===== config.mk =====
export PLATFORM = sky130hd
export DESIGN_NAME = seq_mult
export DESIGN_NICKNAME = d
export VERILOG_FILES = /design/src/rtl/seq_mult.sv
export SDC_FILE = /design/constraint.sdc
export NUM_CORES = 1
export LEC_CHECK = 0
export ABC_AREA = 1
export ABC_CLOCK_PERIOD_IN_PS = 2400
export CAP_MARGIN = 25
export CORE_ASPECT_RATIO = 0.5
export CORE_UTILIZATION = 45
export DETAILED_ROUTE_END_ITERATION = 16
export GPL_TIMING_DRIVEN = 0
export PLACE_DENSITY = 0.67
export SYNTH_ARGS = -nofsm -noshare
export SYNTH_HDL_FRONTEND = slang
export SYNTH_SLANG_ARGS = --single-unit

===== constraint.sdc =====
create_clock -name sys_clk -period 2.4 [get_ports sys_clk]
set_input_delay 0.48 -clock sys_clk [delete_from_list [all_inputs] [get_ports sys_clk]]
set_output_delay 0.48 -clock sys_clk [all_outputs]
set_load 0.03 [all_outputs]

===== src/rtl/seq_mult.sv =====
// Shift-add sequential multiplier: IDLE -> RUN (WIDTH edges) -> FIN.
// Define SEQ_MULT_SIGNED_EN to add the signed_mode port (two's-complement operands).
module seq_mult #(
   parameter int WIDTH = 4,
   parameter int CNT_W = $clog2(WIDTH) + 1
) (
   input  logic               sys_clk,
   input  logic               sys_rst,
   input  logic               start,
   input  logic [WIDTH-1:0]   inputA,
   input  logic [WIDTH-1:0]   inputB,
`ifdef SEQ_MULT_SIGNED_EN
   input  logic               signed_mode,
`endif
   output logic               busy,
   output logic               done,
   output logic [2*WIDTH-1:0] product
);

   localparam int PW = 2 * WIDTH;

   typedef enum logic [1:0] {IDLE, RUN, FIN} state_t;

   state_t           state_q, state_d;
   logic [PW-1:0]    acc_q, acc_d;
   logic [PW-1:0]    mcand_q, mcand_d;
   logic [WIDTH-1:0] mplier_q, mplier_d;
   logic [CNT_W-1:0] cnt_q, cnt_d;
   logic [PW-1:0]    prod_q, prod_d;
   logic [PW-1:0]    sum;
   logic [WIDTH-1:0] a_mag, b_mag;
`ifdef SEQ_MULT_SIGNED_EN
   logic             neg_q, neg_d;
`endif

   always_comb begin
      state_d  = state_q;
      acc_d    = acc_q;
      mcand_d  = mcand_q;
      mplier_d = mplier_q;
      cnt_d    = cnt_q;
      prod_d   = prod_q;
      sum      = acc_q + (mplier_q[0] ? mcand_q : '0);
`ifdef SEQ_MULT_SIGNED_EN
      neg_d = neg_q;
      // Signed operands run through the datapath as magnitudes
      a_mag = (signed_mode && inputA[WIDTH-1]) ? -inputA : inputA;
      b_mag = (signed_mode && inputB[WIDTH-1]) ? -inputB : inputB;
`else
      a_mag = inputA;
      b_mag = inputB;
`endif
      unique case (state_q)
         IDLE, FIN: begin
            state_d = IDLE;
            if (start) begin
               state_d  = RUN;
               acc_d    = '0;
               mcand_d  = {{WIDTH{1'b0}}, a_mag};
               mplier_d = b_mag;
               cnt_d    = '0;
`ifdef SEQ_MULT_SIGNED_EN
               neg_d = signed_mode & (inputA[WIDTH-1] ^ inputB[WIDTH-1]);
`endif
            end
         end
         RUN: begin
            acc_d    = sum;
            mcand_d  = mcand_q << 1;
            mplier_d = mplier_q >> 1;
            cnt_d    = cnt_q + 1'b1;
            if (cnt_q == CNT_W'(WIDTH - 1)) begin
               state_d = FIN;
`ifdef SEQ_MULT_SIGNED_EN
               prod_d = neg_q ? -sum : sum;
`else
               prod_d = sum;
`endif
            end
         end
         default: state_d = IDLE;
      endcase
   end

   always_ff @(posedge sys_clk or posedge sys_rst) begin
      if (sys_rst) begin
         state_q  <= IDLE;
         acc_q    <= '0;
         mcand_q  <= '0;
         mplier_q <= '0;
         cnt_q    <= '0;
         prod_q   <= '0;
`ifdef SEQ_MULT_SIGNED_EN
         neg_q    <= 1'b0;
`endif
      end else begin
         state_q  <= state_d;
         acc_q    <= acc_d;
         mcand_q  <= mcand_d;
         mplier_q <= mplier_d;
         cnt_q    <= cnt_d;
         prod_q   <= prod_d;
`ifdef SEQ_MULT_SIGNED_EN
         neg_q    <= neg_d;
`endif
      end
   end

   assign busy    = (state_q == RUN);
   assign done    = (state_q == FIN);
   assign product = prod_q;

endmodule


-- Word-level counts from Yosys, hierarchy flattened
Index checks and enable logic that the tools add are counted.
- register bits after elaboration: 33
- bits of input ports: 11
- output and inout port bits: 10
- word-level logic and storage cells: 30
- add/sub/neg operators: 2
- equal/unequal tests: 5
- multiplexer cells: 12
- reduce and logical (&&, ||, !) cells: 5
- operator list (cell ; count):
    $pmux 8 s2 ; 2
    $mux 8 ; 3
    $add 8x8->8 ; 1
    $pmux 4 s2 ; 1
    $pmux 3 s2 ; 1
    $mux 4 ; 1
    $pmux 2 s2 ; 1
    $reduce_and 2->1 ; 2
    $add 3x1->3 const B ; 1
    $eq 3x2->1 const B ; 1
    $mux 3 ; 1
    $eq 2x1->1 const B ; 1
    $eq 2x2->1 const B ; 1
    $logic_not 2->1 ; 1
    $mux 2 ; 1
    $ne 2x1->1 const B ; 1
    $ne 2x2->1 const B ; 1
    $reduce_bool 2->1 ; 1
    $reduce_or 2->1 ; 1
    $mux 1 ; 1

-- Longest topological paths before layout
Gate-level depths: netlist (run 1).
- word-level depth: 4
- mapped depth: 14
- depth with buffers taken out: 13

-- Worst setup path after synthesis (run 1)
No wires, ideal clock.
- path type: flip-flop to flip-flop
- start point: reg mplier_q[0]
- end point: reg acc_q[6]
- library setup time: 117 ps
- arrival time: 1582 ps
- required time: 2283 ps
- setup slack: 701 ps
- cell stages (with the launch flop): 15
- path buffers: 1
- clock period less this slack: 1699 ps
- cells stage by stage: dfrtp_1 -> buf_2 -> nand2_1 -> inv_1 -> ha_1 -> inv_1 -> fa_1 -> inv_1 -> nand2_1 -> nand2_1 -> nand3b_1 -> nand2_1 -> nand2_1 -> nand3_1 -> nand2_1
- word-level cells in the longest chain between the ends: 3
- RTL lines (item ; RTL line ; source):
    start: declaration ; 27 ; logic [WIDTH-1:0] mplier_q, mplier_d;
    start signal: assignment ; 100 ; mplier_q <= mplier_d;
    $mux 8 ; 43 ; sum = acc_q + (mplier_q[0] ? mcand_q : '0);
    $add 8x8->8 ; 43 ;
    $pmux 8 s2 ; 53 ; unique case (state_q)
    end signal: assignment ; 88 ; acc_q <= '0;
    end signal: assignment ; 98 ; acc_q <= acc_d;
    end: declaration ; 25 ; logic [PW-1:0] acc_q, acc_d;
No other way between the ends.
A chain may end at the register's enable or synchronous reset.

-- Final worst setup path (run 1)
- start point: reg state_q[0]
- end point: out busy
- word-level cells in the longest chain between the ends: 1
- RTL lines (item ; RTL line ; source):
    start: declaration ; 24 ; state_t state_q, state_d;
    start signal: assignment ; 97 ; state_q <= state_d;
    $eq 2x1->1 ; 109 ; assign busy = (state_q == RUN);
    end: declaration ; 15 ; output logic busy,
No other way between the ends.

==> metrics.txt, run 1 <==
status finished, final reports clean; relative slew slack 0.673; first-pass GRT wire length 5510 µm; Layout Skew 0.00357 ns; Antenna Cells 0; unrepaired setup endpoints after global routing false; slack of the critical path 0.177 ns; top routing layer in use met4; Final min period 2.22 ns; Post-Syn Area per Cell 8.28 µm²; Yosys warning total 0; worst path arrival time 1.74 ns; max-slew violation count 0; Die Height 45.3 µm; Final nets 253; DRT antenna net count 0; setup-violating endpoint count in the final report 0; CTS Hold Bufs 0; CP cell instances inv_2 -> nor2_2 -> buf_4 -> clkdlybuf4s50_1; port bufs 20; # DRC 0; Critical Path Sink Type primary output; cts repair resizes 0; core area 3510 µm²; number of global-route vias before repair 1,209; Layout fillers 333; root buffer cell clkbuf_8; wire length on met3 143 µm; WP data required 1.92 ns; total wire length 3320 µm; hold path cells 2; per-cell routed wire length 11.7 µm; largest net degree at the start of global routing 24; instance area after placement 1980 µm²; DRC violation total after the first TritonRoute iteration 29; H-tree depth 2; Finished Cell Area 2070 µm²; critical path class flop to primary output; DR WL met2 1400 µm; crit share post-route 0.926; clock-pin slew on the worst setup and hold paths 0.06 ns; clock sink total 33; mapped cell area 1690 µm²; number of non-filler instances in the completed layout 283; die area 4020 µm²; Post-CTS Setup Inserts 0; first-pass detailed-route iteration total 4; PwrDens 1480 nW/µm²; routed vias 1,327; Initial Util 0.481; cells after synthesis 204; # Max-Cap Violations 0; CP startpoint kind flop; num rows 15; number of synthesized register bits 33; sequential area share after synthesis 0.489; I/O Pins 21; post-synthesis cell type count 23; Final Util 0.589; clk buf depth 2; worst-skew pair later-pin latency 0.28 ns; VDD IR max 0.000587 V; DP HPWL 2340 µm; GR Overflow Total 0; Post-Syn Nets 225; GRT Total Usage 0.195; Design Power 3.06 mW; Lkg Pwr 1.10 nW; layout cells sized above 1 0.0862; WHS 0.475 ns; worst slew pin tran 0.490 ns; R2R depth 14; FMAX 0.450 GHz; Area Growth Syn to Fin 22.4%; Final Hold Fails 0; CTS tree yes; Worst path max stage delay 0.69 ns; Multi-input gate area 717 µm²; worst-path fanout max 10; initial antenna violation count 0; Die Wd 88.6 µm; FF+latch area 826 µm²; Hold WC Path Type flop to flop; wl on met1 1760 µm; CP max-delay cell clkdlybuf4s50_1; setup TNS 0 ns; Setup WS pre-CTS 0.469 ns; Avg Vias per Cell 4.69; Placed Cells 276; gp weighted congestion 0.800; CTS Buf Count 5
[sequential cells by signal, indices dropped and copies added, names as in the netlist]
signal and flops:
acc_q 8, cnt_q 3, mcand_q 8, mplier_q 4
product 8, state_q 2
[logic make-up after synthesis]
| family | share of synthesized area |
|---|---|
| buffers and inverters | 0.0867 |
| AND/OR/NAND/NOR | 0.259 |
| flip-flops | 0.489 |
| AO/OA/AOI/OAI | 0.0770 |
| XOR/XNOR | 0.0104 |
| adder cells (fa/ha/maj) | 0.0785 |
[placed cells by master, fill, tap and decap left out, types with 2 or more instances in the layout]
master,instances
nand2_1,59
dfrtp_1,33
inv_1,26
clkdlybuf4s50_1,20
nor2_1,17
nand3_1,17
o22ai_1,10
ha_1,9
o21ai_1,7
clkbuf_8,6
inv_2,4
buf_2,3
a21oi_1,3
or2_1,3
a22o_1,2
nand3b_1,2
[synthesized netlist by cell type]
| master | number | area, µm² |
|---|---|---|
| nand2_1 | 59 | 221 |
| dfrtp_1 | 33 | 826 |
| inv_1 | 26 | 97.6 |
| nand3_1 | 17 | 85.1 |
| nor2_1 | 17 | 63.8 |
| o22ai_1 | 10 | 62.6 |
| ha_1 | 9 | 113 |
| o21ai_1 | 7 | 35.0 |
| inv_2 | 4 | 15.0 |
| a21oi_1 | 3 | 15.0 |
| buf_2 | 3 | 15.0 |
| or2_1 | 3 | 18.8 |
| a22o_1 | 2 | 17.5 |
| nand3b_1 | 2 | 15.0 |
| and2_4 | 1 | 8.76 |
| buf_4 | 1 | 7.51 |
| buf_6 | 1 | 11.3 |
| fa_1 | 1 | 20.0 |
| nand2_2 | 1 | 6.26 |
| nand2_4 | 1 | 11.3 |
| nor2_2 | 1 | 6.26 |
| xnor2_1 | 1 | 8.76 |
| xor2_1 | 1 | 8.76 |
[cell type report]
type	count	share of cell area
well taps	51	0.0309
flip-flops and latches	33	0.400
repair buffers	21	0.110
inverters	30	0.0545
clock buffers	7	0.0418
plain buffers	5	0.0163
multi-input cells	136	0.347
[power by group]
part | leakage [nW] | internal [mW] | total [mW] | switching (mW)
clock | 0.0443 | 0.227 | 0.415 | 0.188
sequential | 0.412 | 0.825 | 0.965 | 0.140
combinational | 0.643 | 0.669 | 1.68 | 1.01
total | 1.10 | 1.72 | 3.06 | 1.34
[routing by layer]
metal,vias up,GRT usage
li1,702,-
met1,600,0.270
met2,23,0.295
met3,2,0.0603
met4,0,0.0677
met5,-,0
[critical path: cells and delay by family, from the launching register on]
kind          cells  cell delay [ns]
buf+inv           3             0.97
flops             1             0.36
simple gates      1             0.14
[path summary, 6_finish.rpt]
kind | from | end | slack (ns)
worst min register to register | product[4] | product[4] | 0.48
min in group asynchronous | sys_rst | mcand_q[0] | 0.52
worst max-delay path | state_q[0] | busy | 0.18
max in group asynchronous | sys_rst | product[4] | 1.40
worst min-delay path | product[4] | product[4] | 0.48
worst max register to register | mplier_q[0] | product[6] | 0.43
Note: power is estimated with default switching activity, not from simulation.
==> run 2, diff against run 1 <==
--- a/config.mk
+++ b/config.mk
@@ -12,6 +12,7 @@
 export CORE_UTILIZATION = 45
 export DETAILED_ROUTE_END_ITERATION = 16
 export GPL_TIMING_DRIVEN = 0
+export HOLD_SLACK_MARGIN = 0.02
 export PLACE_DENSITY = 0.67
 export SYNTH_ARGS = -nofsm -noshare
 export SYNTH_HDL_FRONTEND = slang
==> results of run 2 <==
Same layout as run 1: the final DEF is identical, and so are final timing and power.
==> run 3, diff against run 2 <==
--- a/config.mk
+++ b/config.mk
@@ -5,7 +5,6 @@
 export SDC_FILE = /design/constraint.sdc
 export NUM_CORES = 1
 export LEC_CHECK = 0
-export ABC_AREA = 1
 export ABC_CLOCK_PERIOD_IN_PS = 2400
 export CAP_MARGIN = 25
 export CORE_ASPECT_RATIO = 0.5
==> run 3 against run 2 <==
Net effect: non-clock buffer count decreased by 1; highest routed layer unchanged; largest cell class unchanged; area after synthesis decreased by 4.4%; hold slack got worse by 0.0030 ns; routed wire length increased by 0.78%; critical endpoint unchanged; synthesized cell count decreased by 26%; core utilization increased by 3.0 points; clock skew increased by 0.00073 ns.
==> metrics.txt, run 3 <==
WP data required 1.92 ns (about the same); Die Height 44.4 µm (-2.1%); first-pass GRT wire length 5530 µm (+0.36%); Placed Cells 219 (-21%); Crit path max-delay family buffers and inverters; count leader, synth dfrtp_1; largest cells by area after synthesis dfrtp_1 (51%), ha_1 (7.0%), a22o_1 (6.5%); DRT antenna net count 0 (unchanged); WHS 0.473 ns (-0.00298 ns); Final nets 198 (-22%); max-slew violation count 0 (unchanged); Post-Syn Area per Cell 10.8 µm² (+30%); Final min period 2.31 ns (+0.0829 ns); CP startpoint kind flop; Yosys warning total 0 (unchanged); CTS Buf Count 5 (unchanged); worst-skew pair later-pin latency 0.29 ns (about the same); critical path class flop to primary output; worst slew pin tran 0.568 ns (+0.0772 ns); post-synth top area share 0.511 (+0.0223); Layout Skew 0.00430 ns (+0.000728 ns); relative slew slack 0.621 (-0.0515); largest area contributor in the netlist dfrtp_1; die area 3850 µm² (-4.2%); root buffer cell clkbuf_8; GRT Total Usage 0.203 (+0.00796); DRC violation total after the first TritonRoute iteration 75 (+160%); Post-synth top flop dfrtp_1; R2R Setup Slk 0.20 ns (-0.23 ns); Hold WC Path Type flop to flop; number of non-filler instances in the completed layout 225 (-20%); total wire length 3350 µm (+0.78%); CP max-delay cell dlygate4sd2_1; hold_sp product[6]; Final Hold Fails 0 (unchanged); num rows 14 (-1); VDD IR max 0.000722 V (+23%); CTS Hold Bufs 0 (unchanged); number of synthesized register bits 33 (unchanged); number of global-route vias before repair 1,146 (-5.2%); worst path arrival time 1.83 ns (+0.09 ns); PwrDens 1500 nW/µm² (+0.97%); initial antenna violation count 0 (unchanged); status finished, final reports clean; port bufs 20 (unchanged); Buffers & Inverters on Critical Path 3 (unchanged); mapped cell area 1620 µm² (-4.4%); Avg Vias per Cell 5.29 (+13%); post-synthesis cell type count 34 (+48%); CP startpoint state_q[1]; worst r2r src mplier_q[0]; unrepaired setup endpoints after global routing false; FMAX 0.434 GHz (-3.6%); Post-synth EDFFs 0 (unchanged); setup-violating endpoint count in the final report 0 (unchanged); Initial Util 0.504 (+0.0226); cells after synthesis 150 (-26%); Critical Path Sink Type primary output; crit share post-route 0.961 (+0.0345); CP cell instances nand2b_1 -> inv_1 -> buf_2 -> dlygate4sd2_1; per-cell routed wire length 14.9 µm (+27%); Worst path max stage delay 0.43 ns (-0.26 ns); first-pass detailed-route iteration total 4 (unchanged); routed vias 1,191 (-10%); Lkg Pwr 0.938 nW (-15%); Die Wd 86.7 µm (-2.2%); # Max-Cap Violations 0 (unchanged); worst-path fanout max 10 (unchanged); Area Growth Syn to Fin 22.9%; Layout fillers 268 (-20%); Post-Syn Nets 171 (-24%); GR Overflow Total 0 (unchanged); Antenna Cells 0 (unchanged); commonest cells after routing, fill and taps aside dfrtp_1 (33), clkdlybuf4s50_1 (19), nor2_1 (14); # DRC 0 (unchanged); clk buf depth 2 (unchanged); clock-pin slew on the worst setup and hold paths 0.07 ns (about the same); largest net degree at the start of global routing 22 (-8.3%); clock sink total 33 (unchanged); I/O Pins 21 (unchanged); H-tree depth 2 (unchanged); Post-synth top cells dfrtp_1 (33), nor2_1 (14), a22o_1 (12), nand2_1 (11), ha_1 (9); ys async rst share 1.00 (unchanged); core area 3210 µm² (-8.7%); most common cell after layout, fill and taps aside dfrtp_1; DP HPWL 2400 µm (+2.1%); CTS tree yes; layout cells sized above 1 0.0904 (+0.00419); sequential area share after synthesis 0.511 (+0.0223); gp weighted congestion 0.783 (-2.1%)
-- run 3: per-stage QoR --
| step | total power, mW | instance area (µm²) | util | TNS (ns) | worst slack (ns) |
|---|---|---|---|---|---|
| after floorplan | 2.11 | 1620 | - | 0 | 0.379 |
| after global placement | 2.50 | 1880 | 0.585 | -0.124 | -0.124 |
| after detailed placement | 2.55 | 1900 | 0.594 | -0.111 | -0.111 |
| after CTS | 2.99 | 1990 | 0.621 | 0 | 0.0596 |
| after global routing | 3.20 | 1990 | 0.619 | 0 | 0.00205 |
| final | 2.97 | 1990 | 0.619 | 0 | 0.0946 |
-- run 3: logic make-up after synthesis --
| group | after synthesis | synth area share |
|---|---|---|
| compound gates | 46 | 0.211 |
| simple gates | 40 | 0.115 |
| flops | 33 | 0.511 |
| buf+inv | 13 | 0.0310 |
| fa+ha+maj | 10 | 0.0821 |
| xor+xnor | 4 | 0.0217 |
| mux | 4 | 0.0279 |
-- run 3: worst paths after layout --
| kind | cells past startpoint | endpoint |
|---|---|---|
| worst max-delay path | 4 | busy |
| worst min-delay path | 2 | product[6] |
| worst max register to register | 9 | acc_q[6] |
| worst min register to register | 2 | product[6] |
| max in group asynchronous | 3 | mcand_q[5] |
| min in group asynchronous | 2 | mplier_q[1] |
-- run 3: worst register-to-register path: cells and delay by family (launching register included) --
family | cells | cell delay, ns
compound gates | 4 | 0.87
flops | 1 | 0.49
fa+ha+maj | 2 | 0.42
simple gates | 2 | 0.26
buf+inv | 1 | 0.08
-- run 3: timing repair --
| item | CTS | global route |
|---|---|---|
| setup buffers | 0 | 0 |
| setup endpoints to repair | 1 | 6 |
| gates resized for setup | 2 | 0 |
-- run 3: final cells by class --
type	count	area (µm²)	share of cell area
plain buffers	4	17.5	0.00882
clock buffers	7	86.3	0.0435
inverters	8	30.0	0.0151
multi-input cells	104	739	0.372
flip-flops and latches	33	826	0.416
well taps	48	60.1	0.0302
repair buffers	21	226	0.114
-- run 3: report_power, final --
part / switching, mW / internal, mW / leakage [nW]
logic: 0.858 / 0.694 / 0.481
registers: 0.171 / 0.815 / 0.413
clock network: 0.204 / 0.228 / 0.0443
total: 1.23 / 1.74 / 0.938
-- run 3: metal layers --
metal  wire [µm]  global-route usage  vias up
met5           0                   0        -
met4          14              0.0700        0
met3         159              0.0728        2
met2        1400               0.292       29
met1        1780               0.288      566
li1            -                   -      594
